## src/rtl/seq_ctrl_pkg.sv

```systemverilog
`timescale 1ns/1ps
`default_nettype none
// ============================================================================
//  Module   : seq_ctrl_pkg
//  Purpose  : Shared encodings for the sequencer: major opcodes, long
//             sub-ops, ALU operations, PC modes and instruction classes.
//  Revision : 1.0  initial release
// ============================================================================
package seq_ctrl_pkg;

    // Major opcodes, carried in ir[7:5]. 3'b110 and 3'b111 are unassigned.
    localparam logic [2:0] cu_long_begin = 3'b000;
    localparam logic [2:0] cu_add        = 3'b001;
    localparam logic [2:0] cu_lda        = 3'b010;
    localparam logic [2:0] cu_sta        = 3'b011;
    localparam logic [2:0] cu_jmp        = 3'b100;
    localparam logic [2:0] cu_ban        = 3'b101;

    // Long sub-ops, carried in ir[4:0] when the major opcode is cu_long_begin.
    localparam logic [4:0] cu_cla  = 5'd1;
    localparam logic [4:0] cu_com  = 5'd2;
    localparam logic [4:0] cu_shr  = 5'd3;
    localparam logic [4:0] cu_csl  = 5'd4;
    localparam logic [4:0] cu_stop = 5'd5;

    // ALU operations presented alongside acc_we.
    localparam logic [3:0] alu_cla  = 4'd0;
    localparam logic [3:0] alu_add  = 4'd1;
    localparam logic [3:0] alu_pass = 4'd2;
    localparam logic [3:0] alu_com  = 4'd3;
    localparam logic [3:0] alu_shr  = 4'd4;
    localparam logic [3:0] alu_csl  = 4'd5;

    // Program-counter modes, one-hot.
    localparam logic [2:0] pc_mode_normal = 3'b001;
    localparam logic [2:0] pc_mode_jump   = 3'b010;
    localparam logic [2:0] pc_mode_stop   = 3'b100;

    // Instruction classes produced by the decoder; they select the FSM path.
    typedef enum logic [2:0] {
        cls_memrd   = 3'd0,
        cls_memwr   = 3'd1,
        cls_jmp     = 3'd2,
        cls_ban     = 3'd3,
        cls_long    = 3'd4,
        cls_stop    = 3'd5,
        cls_illegal = 3'd6
    } instr_cls_t;

endpackage
`default_nettype wire

```

## src/rtl/seq_decode.sv

```systemverilog
`timescale 1ns/1ps
`default_nettype none
// ============================================================================
//  Module   : seq_decode
//  Purpose  : Combinational instruction classifier. Maps the latched
//             instruction to an FSM class, an ALU operation and a flag
//             saying whether the instruction writes the accumulator.
//  Revision : 1.0  initial release
// ============================================================================
module seq_decode
    import seq_ctrl_pkg::*;
(
    input  logic [7:0] ir,
    output instr_cls_t cls,
    output logic [3:0] alu_op,
    output logic       acc_write
);

    // Classify on the major opcode, then on the long sub-op.
    always_comb begin
        cls       = cls_illegal;
        alu_op    = alu_cla;
        acc_write = 1'b0;
        case (ir[7:5])
            cu_add: begin
                cls       = cls_memrd;
                alu_op    = alu_add;
                acc_write = 1'b1;
            end
            cu_lda: begin
                cls       = cls_memrd;
                alu_op    = alu_pass;
                acc_write = 1'b1;
            end
            cu_sta: cls = cls_memwr;
            cu_jmp: cls = cls_jmp;
            cu_ban: cls = cls_ban;
            cu_long_begin: begin
                case (ir[4:0])
                    cu_cla: begin cls = cls_long; alu_op = alu_cla; acc_write = 1'b1; end
                    cu_com: begin cls = cls_long; alu_op = alu_com; acc_write = 1'b1; end
                    cu_shr: begin cls = cls_long; alu_op = alu_shr; acc_write = 1'b1; end
                    cu_csl: begin cls = cls_long; alu_op = alu_csl; acc_write = 1'b1; end
                    cu_stop: cls = cls_stop;
                    default: cls = cls_illegal;
                endcase
            end
            default: cls = cls_illegal;
        endcase
    end

endmodule
`default_nettype wire

```

## src/rtl/seq_ctrl.sv

```systemverilog
`timescale 1ns/1ps
`default_nettype none
// ============================================================================
//  Module   : seq_ctrl
//  Purpose  : Instruction sequencer. Fetches an instruction, optionally
//             performs one memory read or write, pulses the accumulator
//             write and reports the PC mode once per instruction.
//  Revision : 1.0  initial release
// ============================================================================
module seq_ctrl
    import seq_ctrl_pkg::*;
(
    input  logic       clk,
    input  logic       rst,
    input  logic       start,
    input  logic [7:0] mem_rdata,
    input  logic       mem_ack,
    input  logic       acc,
    output logic       mem_req,
    output logic       mem_we,
    output logic       addr_sel,
    output logic [7:0] ir,
    output logic       acc_we,
    output logic [3:0] alu_op,
    output logic [2:0] pc,
    output logic       busy,
    output logic       halted,
    output logic       illegal
);

    typedef enum logic [2:0] {
        st_idle   = 3'd0,
        st_fetch  = 3'd1,
        st_decode = 3'd2,
        st_memrd  = 3'd3,
        st_memwr  = 3'd4,
        st_exec   = 3'd5,
        st_updpc  = 3'd6,
        st_halt   = 3'd7
    } state_t;

    state_t     r_state;
    logic [7:0] r_ir;
    logic       r_mem_req;
    logic       r_mem_we;
    logic       r_addr_sel;
    logic       r_acc_we;
    logic [3:0] r_alu_op;
    logic [2:0] r_pc;
    logic       r_ban;
    logic       r_busy;
    logic       r_halted;
    logic       r_illegal;

    instr_cls_t w_cls;
    logic [3:0] w_alu_op;
    logic       w_acc_write;
    logic [2:0] w_upd_pc;

    // The latched instruction stays stable for the whole instruction, so
    // its class is valid in every state after FETCH.
    seq_decode u_decode (
        .ir        (r_ir),
        .cls       (w_cls),
        .alu_op    (w_alu_op),
        .acc_write (w_acc_write)
    );

    // PC mode loaded on entry to UPDPC; ban is resolved later from live acc.
    assign w_upd_pc = (w_cls == cls_jmp)  ? pc_mode_jump :
                      (w_cls == cls_stop) ? pc_mode_stop : pc_mode_normal;

    // Sequencer FSM with registered outputs; acc_we and pc are one-cycle.
    always_ff @(posedge clk or posedge rst) begin
        if (rst) begin
            r_state    <= st_idle;
            r_ir       <= 8'd0;
            r_mem_req  <= 1'b0;
            r_mem_we   <= 1'b0;
            r_addr_sel <= 1'b0;
            r_acc_we   <= 1'b0;
            r_alu_op   <= alu_cla;
            r_pc       <= pc_mode_normal;
            r_ban      <= 1'b0;
            r_busy     <= 1'b0;
            r_halted   <= 1'b0;
            r_illegal  <= 1'b0;
        end else begin
            r_acc_we <= 1'b0;
            r_pc     <= pc_mode_normal;
            r_ban    <= 1'b0;
            case (r_state)
                st_idle: begin
                    if (start) begin
                        r_state    <= st_fetch;
                        r_mem_req  <= 1'b1;
                        r_mem_we   <= 1'b0;
                        r_addr_sel <= 1'b0;
                        r_busy     <= 1'b1;
                    end
                end
                st_fetch: begin
                    if (mem_ack) begin
                        r_ir      <= mem_rdata;
                        r_mem_req <= 1'b0;
                        r_state   <= st_decode;
                    end
                end
                st_decode: begin
                    case (w_cls)
                        cls_memrd: begin
                            r_state    <= st_memrd;
                            r_mem_req  <= 1'b1;
                            r_mem_we   <= 1'b0;
                            r_addr_sel <= 1'b1;
                        end
                        cls_memwr: begin
                            r_state    <= st_memwr;
                            r_mem_req  <= 1'b1;
                            r_mem_we   <= 1'b1;
                            r_addr_sel <= 1'b1;
                        end
                        cls_long, cls_stop: begin
                            r_state  <= st_exec;
                            r_acc_we <= w_acc_write;
                            if (w_acc_write) begin
                                r_alu_op <= w_alu_op;
                            end
                        end
                        cls_jmp, cls_ban: begin
                            r_state <= st_updpc;
                            r_pc    <= w_upd_pc;
                            r_ban   <= (w_cls == cls_ban);
                        end
                        default: begin
                            r_illegal <= 1'b1;
                            r_state   <= st_updpc;
                        end
                    endcase
                end
                st_memrd: begin
                    if (mem_ack) begin
                        r_mem_req <= 1'b0;
                        r_state   <= st_exec;
                        r_acc_we  <= w_acc_write;
                        r_alu_op  <= w_alu_op;
                    end
                end
                st_memwr: begin
                    if (mem_ack) begin
                        r_mem_req <= 1'b0;
                        r_mem_we  <= 1'b0;
                        r_state   <= st_updpc;
                    end
                end
                st_exec: begin
                    r_state <= st_updpc;
                    r_pc    <= w_upd_pc;
                end
                st_updpc: begin
                    if (w_cls == cls_stop) begin
                        r_state  <= st_halt;
                        r_busy   <= 1'b0;
                        r_halted <= 1'b1;
                    end else begin
                        r_state    <= st_fetch;
                        r_mem_req  <= 1'b1;
                        r_mem_we   <= 1'b0;
                        r_addr_sel <= 1'b0;
                    end
                end
                st_halt: begin
                    r_state <= st_halt;
                end
                default: r_state <= st_idle;
            endcase
        end
    end

    assign mem_req  = r_mem_req;
    assign mem_we   = r_mem_we;
    assign addr_sel = r_addr_sel;
    assign ir       = r_ir;
    assign acc_we   = r_acc_we;
    assign alu_op   = r_alu_op;
    assign busy     = r_busy;
    assign halted   = r_halted;
    assign illegal  = r_illegal;
    // Branch-on-acc uses acc as seen during the UPDPC cycle itself.
    assign pc       = r_ban ? (acc ? pc_mode_jump : pc_mode_normal) : r_pc;

endmodule
`default_nettype wire
```

## config.mk

```make
export PLATFORM = sky130hd
export DESIGN_NAME = seq_ctrl
export DESIGN_NICKNAME = d
export VERILOG_FILES = /design/src/rtl/seq_ctrl_pkg.sv /design/src/rtl/seq_decode.sv /design/src/rtl/seq_ctrl.sv
export SDC_FILE = /design/constraint.sdc
export NUM_CORES = 1
export LEC_CHECK = 0
export ABC_AREA = 1
export BUFFER_PORTS_ARGS = -buffer_cell sky130_fd_sc_hd__buf_2
export CAP_MARGIN = 25
export CORE_MARGIN = 10
export CORE_UTILIZATION = 35
export DETAILED_ROUTE_END_ITERATION = 7
export PLACE_DENSITY = 0.53
export SYNTH_ARGS = -nofsm -noshare
export SYNTH_HDL_FRONTEND = slang
export SYNTH_HIERARCHICAL = 1
export SYNTH_SLANG_ARGS = --single-unit
```

## constraint.sdc

```tcl
create_clock -name clk -period 2.1 [get_ports clk]
set_clock_uncertainty 0.15 [all_clocks]
set_input_delay 0.315 -clock clk [delete_from_list [all_inputs] [get_ports clk]]
set_output_delay 0.315 -clock clk [all_outputs]
set_load 0.005 [all_outputs]
```

After elaboration in Yosys (flattened, before gate mapping). Cells that the tools add are included.

$add $sub $neg: 0. $mul: 0. Divide/modulo/power cells: 0. Magnitude comparators: 0. Eq/ne operators: 33. Shifts and indexed selects: 0. Mux-type cells: 40. Bitwise operators: 1. Reductions and logical operators: 24.

Operators by type and width (count): two-way mux 3 bit (9); equality test 3 bit, second input constant (8); one-hot mux 3 bit (8 select lines) (1); equality test 3 x 2 -> 1 bit, second input constant (6); inequality test 2 bit, second input constant (9); one-hot mux 3 bit (3 select lines) (2); one-hot mux 3 bit (5 select lines) (1); two-way mux 1 bit (12); two-way mux 4 bit (3); one-hot mux 4 bit (3 select lines) (1); AND reduction 4 bit (3); equality test 5 x 2 -> 1 bit, second input constant (2); equality test 5 x 3 -> 1 bit, second input constant (2); AND reduction 5 bit (2); equality test 3 x 1 -> 1 bit, second input constant (3); zero test 3 bit (3); one-hot mux 1 bit (2 select lines) (4); one-hot mux 1 bit (4 select lines) (2); one-hot mux 4 bit (2 select lines) (1); nonzero test 4 bit (2); OR reduction 2 bit (4); one-hot mux 3 bit (2 select lines) (1); AND reduction 2 bit (3); OR reduction 6 bit (1); other kinds (12) (13).

Register bits: 26. Latch bits: 0. Bits in writable memories: 0. Bits in read-only memories: 0. Output and inout port bits: 22. Word-level logic and storage cells: 110. Memories: 0.

Longest topological paths before layout. Gate-level depths: netlist (run 1).

Depth in word-level cells: 9. Depth in mapped cells: 14. Depth with buffers taken out: 14.

By module. Netlist (run 1), hierarchy kept.

By module, submodules not included: seq_ctrl (times used 1, cells each 158, area each 1312.5 um2); seq_decode (times used 1, cells each 36, area each 190.2 um2).

Worst setup path after synthesis (run 1). Ideal clock, no wire load.

Path type: reg-to-reg. Start: register r_ir[7], in the netlist ir[7]. End: register r_addr_sel, in the netlist addr_sel. Arrival time: 1.564 ns. Required time: 1.834 ns. Setup slack: 0.270 ns. Cell stages (with the launch flop): 11. Cell sequence: dfrtp_1 > nor2_1 > inv_1 > nor2_1 > inv_2 > o211ai_1 > nand3_1 > nor2_2 > nor2_1 > nand3_1 > nand2_1.

Cells in the longest elaborated chain, start to end: 7. Elaborated cells between the ends (all ways): 15. Classes of those cells: eq/ne (9); mux (1); reduce/logical (5).

RTL lines: start: declaration (line seq_ctrl.sv:43) `logic [7:0] r_ir;`; start signal: assignment (line seq_ctrl.sv:104) `r_ir <= mem_rdata;`; equality test 3 x 1 -> 1 bit / equality test 3 x 2 -> 1 bit (equally long branches) (line seq_decode.sv:24) `case (ir[7:5])`; OR reduction 2 bit (no source line); one-hot mux 3 bit (5 select lines) (*) (line seq_decode.sv:24); named net w_cls[0] (line seq_ctrl.sv:55) `instr_cls_t w_cls;`; equality test 3 x 1 -> 1 bit / zero test 3 bit (equally long branches) (line seq_ctrl.sv:110) `case (w_cls)`; OR reduction 2 bit (no source line); inequality test 2 bit (no source line); AND reduction 4 bit (no source line) (*); end signal: assignment (line seq_ctrl.sv:98) `r_addr_sel <= 1'b0;`; end signal: assignment (line seq_ctrl.sv:115) `r_addr_sel <= 1'b1;`; end signal: assignment (line seq_ctrl.sv:121) `r_addr_sel <= 1'b1;`; end: declaration (line seq_ctrl.sv:46) `logic r_addr_sel;`.

The timed path passes the listed nets; every way through them passes the cells marked *. A chain may end at the register's enable or synchronous reset.

Worst setup path in the final report (run 1).
Start: register r_ir[0], in the netlist ir[0]. End: register r_alu_op[2], in the netlist alu_op[2].

Cells in the longest elaborated chain, start to end: 8. Elaborated cells between the ends (all ways): 22. Classes of those cells: eq/ne (9); mux (10); reduce/logical (3).

RTL lines: equality test 5 x 1 -> 1 bit (tied with other cells) (line seq_decode.sv:39) `case (ir[4:0])`; OR reduction 4 bit (no source line); one-hot mux 2 bit (2 select lines) (*) (line seq_decode.sv:39); one-hot mux 3 bit (5 select lines) (*) (line seq_decode.sv:24); named net w_cls[1] (line seq_ctrl.sv:55); equality test 3 bit (line seq_ctrl.sv:110); OR reduction 2 bit (*) (line seq_ctrl.sv:110); inequality test 2 bit (no source line) (*); AND reduction 4 bit (no source line) (*); end signal: assignment (line seq_ctrl.sv:82) `r_alu_op <= alu_cla;`; end signal: assignment (line seq_ctrl.sv:127) `r_alu_op <= w_alu_op;`; end signal: assignment (line seq_ctrl.sv:146) `r_alu_op <= w_alu_op;`; end: declaration (line seq_ctrl.sv:48) `logic [3:0] r_alu_op;`.

The timed path passes the listed nets; every way through them passes the cells marked *. The select of a mux whose other input is x is not followed.

==> impl_metrics.toml, run 1 <==
[yosys]
ys.flop_type = "dfrtp_1"
yosys_warnings = 6
async_reset_ff_frac = 1.00
syn-cell-area_mm2 = 0.00150
synth_nets = 207
avgSynthCellArea_um2 = 7.75
synth_cells = 194
synth.distinct_cells = 33
synth_edf_count = 0
synth_seq_area_share = 0.434
ys_ff_latch = 26

[global_routing]
overflow = 0
grt_max_degree = 27
antenna_found_initial = 0
grt_first_pass_wirelength_mm = 6.12
grt_pass1_vias = 1312
globalRouteTotalUtil = 0.0986

[worst_hold_path]
holdPathEnd = "ir[4]"
min_from = "mem_rdata[4]"
hold_path.class = "input pin to register"
min_path_cells = 3

[placed_design]
place_ws_ns = 0.0618
port_buffers = 34
dpl_cell_area_mm2 = 0.00173
gp_congestion = 0.776
dp_cells = 278
hpwl_mm = 2.76

[sta]
fin_ws_ns = 0.215
timing.final.crit_share = 0.898
setup_viol = 0
hold_viol = 0
slew_violations = 0
fmax_mhz = 531
period_needed_ns = 1.88

[clocking]
clkTransAtPathRegs_ns = 0.09
clock-sinks = 26
cts-buffers-inserted = 3
cts_tree = "yes"
cts_buffer_depth = 2
insertion_delay_ns = 0.27
cts-root-buf = "clkbuf_8"
htreeDepth = 1

[floorplan]
die_x_um = 85.5
fp.dieH_um = 85.5
core_area_mm2 = 0.00409
io_pins = 35
dieArea_mm2 = 0.00731
rows = 23
initial_utilization = 0.368

[final_layout]
drive_above_1_share = 0.353
syn_to_final_growth_pct = 26.0
diodes = 0
fin_nets = 255
finalInstanceArea_mm2 = 0.00189
stdcell_count = 291
n_fill_cell = 401

[critical_path]
critPathLaunchType = "register"
endpoint_kind = "register"
cp_max_fo = 8
r2r_slack_ns = 0.22
worst-endpoint-required_ns = 2.12
r2r_start = "ir[0]"
path_class = "register to register"
worstPathArrival_ns = 1.90
reg2regPathDepth = 13
rr_endpoint = "alu_op[2]"

[drt]
via_per_inst = 4.69
ant_nets = 0
vias = 1365
wl_per_cell_um = 12.3
routed_wl_mm = 3.59
drtPass1Iterations = 4
drc = 0
initialDrtViolationCount = 44

[run_status]
status = "completed"

[power_and_ir_drop]
p_leak_nw = 1.02
power_density_mw_per_mm2 = 1480
max-vdd-ir-drop_mv = 0.685

[flow_run]
drv_cap = 0
==> logic make-up after synthesis <==
logic type / after synthesis / share of synthesized area
AND/OR/NAND/NOR: 112 / 0.387
buffers and inverters: 33 / 0.0957
flip-flops: 26 / 0.434
AO/OA/AOI/OAI: 22 / 0.0808
other: 1 / 0.00250
==> timing repair <==
item                       CTS  global route
hold endpoints to repair    25             0
buffers inserted             0             8
gates resized for setup      0            14
setup endpoints to repair    0            12
hold buffers                 1             0
==> layout by cell type (no fill, tap or decap), types with 3 or more instances in the layout <==
cell type,count
nand2_1,52
nor2_1,12
dfrtp_1,22
nand2_2,3
dfrtp_2,3
nand3_1,22
a21oi_1,5
nand3_2,5
clkbuf_8,3
o21ai_0,5
inv_1,22
buf_2,34
nor2_2,3
buf_4,12
inv_2,5
o21ai_1,7
nor2_4,3
==> flip-flops by register name, summed over array words and instances (netlist names) <==
register  count
ir            8
halted        1
mem_we        1
acc_we        1
alu_op        4
addr_sel      1
r_ban         1
mem_req       1
r_state       3
busy          1
r_pc          3
illegal       1
==> per-stage QoR <==
step | power (mW) | util | hold slack, ns | setup TNS (ns)
2_1_floorplan | 1.94 | - | 0.204 | 0
3_3_place_gp | 2.35 | 0.424 | 0.243 | 0
3_5_place_dp | 2.35 | 0.424 | 0.248 | 0
4_1_cts | 2.66 | 0.438 | 0.107 | 0
5_1_grt | 3.11 | 0.463 | 0.111 | -0.0112
6_report | 2.81 | 0.463 | 0.115 | 0
==> layout make-up <==
class	count	area (um^2)	area share
tap	50	62.6	0.0330
multi-input combinational	135	747	0.395
clock buffer	4	45.0	0.0238
sequential	26	656	0.346
timing repair buffer	47	270	0.143
inverter	29	113	0.0595
==> layer usage <==
metal | part of all wire | vias to the layer above | GRT usage
met5 | 0 | - | 0
met4 | 0.0053 | 0 | 0.0180
met3 | 0.053 | 2 | 0.0360
met2 | 0.50 | 31 | 0.170
met1 | 0.44 | 622 | 0.115
li1 | - | 710 | -
==> critical path, cell delays in order, from the launching register on <==
cell and delay (ns):
dfrtp_2 0.46, nor2_1 0.13, nand3_2 0.12, nand3_2 0.09, nor2_2 0.04, nand2_1 0.05, nand2_1 0.07, inv_2 0.12
nand2_1 0.08, nand2_1 0.07, nand2_1 0.06, nand3b_4 0.20, nand2_1 0.08, o21ai_1 0.06
==> synth_stat cells (2+ instances only) <==
master   count  area share
a21oi_1      5       0.017
buf_4        2       0.010
dfrtp_1     25        0.42
inv_1       23       0.057
inv_2        4       0.010
nand2_1     52        0.13
nand2_2      3       0.012
nand2_4      2       0.015
nand3_1     24       0.080
nand3_2      3       0.020
nand4_1      2      0.0083
nor2_1      13       0.032
nor2_2       5       0.021
o21ai_0      7       0.023
o21ai_1      6       0.020
==> worst max-delay path by stage <==
stage	to	cells after the start	from	slack, ns
2_1_floorplan	addr_sel	10	ir[7]	0.27
3_3_place_gp	addr_sel	7	ir[7]	0.07
3_5_place_dp	mem_req	7	ir[7]	0.06
4_1_cts	mem_req	8	ir[7]	0.04
5_1_grt	mem_req	12	ir[7]	-0.01
6_report	alu_op[2]	13	ir[0]	0.22
==> power breakdown <==
part	total (mW)	leakage [nW]	internal, mW	switching, mW
combinational	1.62	0.669	0.655	0.963
sequential	0.892	0.323	0.703	0.189
clock	0.296	0.0228	0.136	0.160
total	2.81	1.02	1.49	1.31
Note: power is estimated with default switching activity, not from simulation.
==> inputs of run 2 (changes only) <==
- ABC_AREA: 1 -> default
==> impl_metrics.toml, run 2 <==
[power_and_ir_drop]
power_density_mw_per_mm2 = 1510
max-vdd-ir-drop_mv = 0.631
p_leak_nw = 0.934
p_seq_frac = 0.310
clkPwrFrac = 0.110
intPower_mw = 1.77
power_mw = 2.90
combPwrFrac = 0.580
p_sw_mw = 1.13
switching_share = 0.390

[global_routing]
grt_first_pass_wirelength_mm = 5.99
globalRouteTotalUtil = 0.0987
antenna_found_initial = 0
grt_pass1_vias = 1292
overflow = 0
grt_max_degree = 27

[placed_design]
dp_cells = 237
dpl_cell_area_mm2 = 0.00179
place_ws_ns = -0.114
hpwl_mm = 2.69
port_buffers = 34
gp_congestion = 0.890

[critical_path]
endpoint_kind = "register"
reg2regPathDepth = 7
critPathLaunchType = "register"
crit_chain = "nor2_2 > a311oi_1 > or2_1 > or3b_1 > a21boi_2 > o31a_4 > mux2_4"
path_class = "register to register"
crit_family = "simple AND/OR/NAND/NOR gates"
worstPathArrival_ns = 2.18
path_buf_inv = 0
worst-endpoint-required_ns = 2.11
crit_cells = 7
r2r_slack_ns = -0.08
slowest_stage = "dfrtp_1"
cp_max_fo = 4
cpPeakStageDelay_ns = 0.41

[clocking]
clkTransAtPathRegs_ns = 0.09
insertion_delay_ns = 0.26
cts_buffer_depth = 2
clock-sinks = 26
cts-root-buf = "clkbuf_8"
cts_tree = "yes"
cts-buffers-inserted = 3
htreeDepth = 1

[final_layout]
drive_above_1_share = 0.480
finalInstanceArea_mm2 = 0.00192
largest_reg_flops = 8
syn_to_final_growth_pct = 33.9
final_common_cell = "buf_2"
n_fill_cell = 394
stdcell_count = 248
final_cell_mix = "buf_2 (34), buf_4 (28), dfrtp_1 (25)"
diodes = 0
fin_util = 0.484
fin_nets = 212

[yosys]
synth_cells = 140
synth_commonest_cells = "dfrtp_1 (25), mux2_2 (9), nor2_1 (9), o21ai_0 (9)"
syn-cell-area_mm2 = 0.00144
yosysMostFrequentCell = "dfrtp_1"
yosys_warnings = 6
ys.flop_type = "dfrtp_1"
synth_top_area_share = 0.436
avgSynthCellArea_um2 = 10.3
yosys.area.top_type = "dfrtp_1"
async_reset_ff_frac = 1.00
ys_ff_latch = 26
synth_nets = 153
synth_edf_count = 0
synth.distinct_cells = 45
synth_seq_area_share = 0.454
yosys-top-cells-area = "dfrtp_1 (44%), mux2_2 (7.1%), mux2_4 (4.2%)"

[drt]
vias = 1236
via_per_inst = 4.98
drc = 0
routed_wl_mm = 3.57
wl_per_cell_um = 14.4
drtPass1Iterations = 4
ant_nets = 0
initialDrtViolationCount = 101

[sta]
whs_ns = 0.127
period_needed_ns = 2.18
timing.final.crit_share = 1.04
fin_ws_ns = -0.0767
setup_viol = 4
fmax_mhz = 459
setup-tns-final_ns = -0.296
rsz0062_at_grt = "true"
hold_viol = 0
slew_violations = 0

[floorplan]
fp.dieH_um = 84.0
die_x_um = 84.0
io_pins = 35
initial_utilization = 0.361
core_area_mm2 = 0.00397
rows = 23
dieArea_mm2 = 0.00706

[worst_hold_path]
min_path_cells = 2
hold_path.class = "input pin to register"

[run_status]
violations = "negative setup slack"
status = "complete, but fails checks"

[flow_run]
drv_cap = 0
[run 2: cell types whose count changed in the layout (fill, tap and decap cells not counted), moves of 4 or more]
cell,before,now
nand3_2,5,0
nand2_1,52,8
o21ai_1,7,2
mux2_4,0,4
inv_1,22,8
nand3_1,22,2
nor2_1,12,8
buf_4,12,28
inv_2,5,0
nor2b_1,0,4
mux2_2,0,9
[run 2: path summary, 6_finish.rpt]
path                        endpoint    startpoint
max                        alu_op[1]         ir[4]
min                            ir[5]  mem_rdata[5]
max reg2reg                alu_op[1]         ir[4]
min reg2reg                  illegal       illegal
max in group asynchronous    r_pc[0]           rst
min in group asynchronous  alu_op[0]           rst
[run 2: cell type report]
| cell class | instances | area (um^2) | share of cell area |
|---|---|---|---|
| clock buffers | 4 | 55.1 | 0.0286 |
| inverters | 8 | 30.0 | 0.0156 |
| multi-input cells | 97 | 732 | 0.381 |
| flip-flops and latches | 26 | 652 | 0.339 |
| well taps | 50 | 62.6 | 0.0326 |
| repair buffers | 63 | 390 | 0.203 |
[run 2: kinds of logic after synthesis]
family / synth area share
AOI/OAI and AO/OA: 0.167
xor gates and xnor gates: 0.0122
buffers and inverters: 0.0567
DFF: 0.454
muxes: 0.119
other: 0.00261
and+or+nand+nor: 0.187
[run 2: power groups by stage]
stage,registers [mW],clock network [mW],logic (mW)
final,0.899,0.318,1.68
after global routing,0.932,0.352,1.86
after CTS,0.888,0.337,1.65
after detailed placement,0.900,0,1.55
after global placement,0.895,0,1.54
after floorplan,0.880,0,0.955
[run 2: per-layer routing]
layer	wire, um	up-vias	track usage
met2	1770	32	0.163
met3	204	2	0.0322
met4	19	0	0.0228
met1	1580	585	0.120
met5	0	-	0
li1	-	617	-
[run 2: worst reg2reg max path: cells and delay by family (launching register included)]
family | cells | cell delay [ns]
AND/OR/NAND/NOR | 3 | 0.75
flip-flops | 1 | 0.41
AO/OA/AOI/OAI | 3 | 0.46
multiplexers | 1 | 0.30
[run 2: timing repair]
item	4_1_cts	5_1_grt
setup endpoints to repair	6	11
setup buffers	5	1
pin swaps	2	1
endpoints found under the hold margin	25	0
hold buffers	1	0
gates resized for setup	1	4
==> inputs of run 3 (changes only) <==
==> constraint.sdc (replaced) <==
create_clock -name clk -period 2.7 [get_ports clk]
set_clock_uncertainty 0.15 [all_clocks]
set_input_delay 0.405 -clock clk [delete_from_list [all_inputs] [get_ports clk]]
set_output_delay 0.405 -clock clk [all_outputs]
set_load 0.01 [all_outputs]
==> impl_metrics.toml, run 3 (synthesis results as in run 2) <==
[run_status]
status = "completed"

[power_and_ir_drop]
max-vdd-ir-drop_mv = 0.477
p_leak_nw = 0.806
combPwrFrac = 0.484
switching_share = 0.426
intPower_mw = 1.14
p_seq_frac = 0.391
p_sw_mw = 0.843
clkPwrFrac = 0.125
power_density_mw_per_mm2 = 1160

[flow_run]
drv_cap = 0

[final_layout]
final_cell_mix = "buf_2 (34), dfrtp_1 (25), nor2_1 (9), mux2_2 (9), o21ai_0 (9)"
final_common_cell = "buf_2"
diodes = 0
finalInstanceArea_mm2 = 0.00170
syn_to_final_growth_pct = 18.6
n_fill_cell = 396
drive_above_1_share = 0.376
stdcell_count = 223
fin_util = 0.428
largest_reg_flops = 8
fin_nets = 187

[critical_path]
cp-startpoint = "ir[2]"
worst-endpoint-required_ns = 2.69
crit_family = "simple AND/OR/NAND/NOR gates"
cp_max_fo = 10
r2r_slack_ns = 0.31
crit_chain = "or3_4 > a311oi_1 > or2_1 > nand3b_1 > o32ai_1 > o31ai_1 > o31ai_1"
rr_endpoint = "mem_req"
cp-endpoint = "mem_req"
path_common_cell = "o31ai_1"
r2r_start = "ir[2]"
slowest_stage = "dfrtp_1"
cpPeakStageDelay_ns = 0.46
path_class = "register to register"
critPathLaunchType = "register"
crit_cells = 7
reg2regPathDepth = 7
worstPathArrival_ns = 2.38
path_buf_inv = 0
endpoint_kind = "register"

[drt]
via_per_inst = 5.26
vias = 1174
drtPass1Iterations = 4
drc = 0
wl_per_cell_um = 14.8
initialDrtViolationCount = 54
routed_wl_mm = 3.30
ant_nets = 0

[global_routing]
antenna_found_initial = 0
grt_first_pass_wirelength_mm = 5.64
overflow = 0
met3_usage = 0.0283
grt_max_degree = 27
top_usage_layer = "met2"
met2_usage = 0.150
globalRouteTotalUtil = 0.0931
grt_pass1_vias = 1149
grt_use_met1 = 0.117

[clocking]
cts-buffers-inserted = 3
cts_tree = "yes"
clkTransAtPathRegs_ns = 0.09
cts_setup_buffers = 0
insertion_delay_ns = 0.27
cts-root-buf = "clkbuf_8"
cts_buffer_depth = 2
htreeDepth = 1
clock-sinks = 26
hold_buffers = 0
ctsResizeCount = 0

[placed_design]
gp_congestion = 0.883
dpl_cell_area_mm2 = 0.00165
hpwl_mm = 2.55
port_buffers = 34
dp_cells = 219
place_ws_ns = 0.321

[floorplan]
die_x_um = 84.0
core_area_mm2 = 0.00397
initial_utilization = 0.361
dieArea_mm2 = 0.00706
fp.dieH_um = 84.0
io_pins = 35
rows = 23

[worst_hold_path]
hold_path.class = "input pin to asynchronous set/reset pin"

[sta]
hold_viol = 0
fmax_mhz = 418
rsz0062_at_grt = "false"
setup-tns-final_ns = 0
fin_ws_ns = 0.308
period_needed_ns = 2.39
tightest_slew_ns = 0.571
timing.final.crit_share = 0.886
relSlewSlack = 0.616
setup_viol = 0
slew_violations = 0
[run 3: changes by cell type in the layout (fill, tap and decap cells not counted), sizes merged]
cell and delta:
buf -24, dlygate4sd3 -1
[run 3: layer usage]
metal	vias up	share of wire
met5	-	0
met3	4	0.058
li1	564	-
met2	35	0.49
met4	0	0.0082
met1	571	0.45
[run 3: stage by stage]
| stage | hold slack, ns | total power, mW |
|---|---|---|
| floorplan | 0.294 | 1.45 |
| global placement | 0.325 | 1.73 |
| detailed placement | 0.329 | 1.75 |
| CTS | 0.0404 | 2.00 |
| global route | 0.0689 | 2.16 |
| finish | 0.0213 | 1.98 |
[run 3: worst min path at each step]
stage               startpoint         to  slack, ns  cells after the start
floorplan                  rst     acc_we       0.29                      1
global placement           rst  alu_op[3]       0.33                      3
detailed placement         rst  alu_op[3]       0.33                      3
CTS                        rst  alu_op[3]       0.04                      3
global route               rst  alu_op[3]       0.07                      3
finish                     rst  alu_op[1]       0.02                      3
[run 3: worst register-to-register path: stages, from the launching register on]
cell	delay, ns
dfrtp_1	0.46
or3_4	0.36
a311oi_1	0.19
or2_1	0.29
nand3b_1	0.31
o32ai_1	0.17
o31ai_1	0.25
o31ai_1	0.10
[run 3: power by group through the flow]
stage / Sequential, mW / Combinational (mW) / Clock (mW)
floorplan: 0.730 / 0.717 / 0
global placement: 0.773 / 0.960 / 0
detailed placement: 0.782 / 0.966 / 0
CTS: 0.775 / 0.971 / 0.256
global route: 0.813 / 1.07 / 0.281
finish: 0.774 / 0.957 / 0.248
[run 3: area by class of cell]
cell class	instances	area, um^2	share of cell area
multi-input combinational	97	702	0.413
clock buffer	4	55.1	0.0324
inverter	8	30.0	0.0176
tap	50	62.6	0.0368
timing repair buffer	38	200	0.118
sequential	26	652	0.383
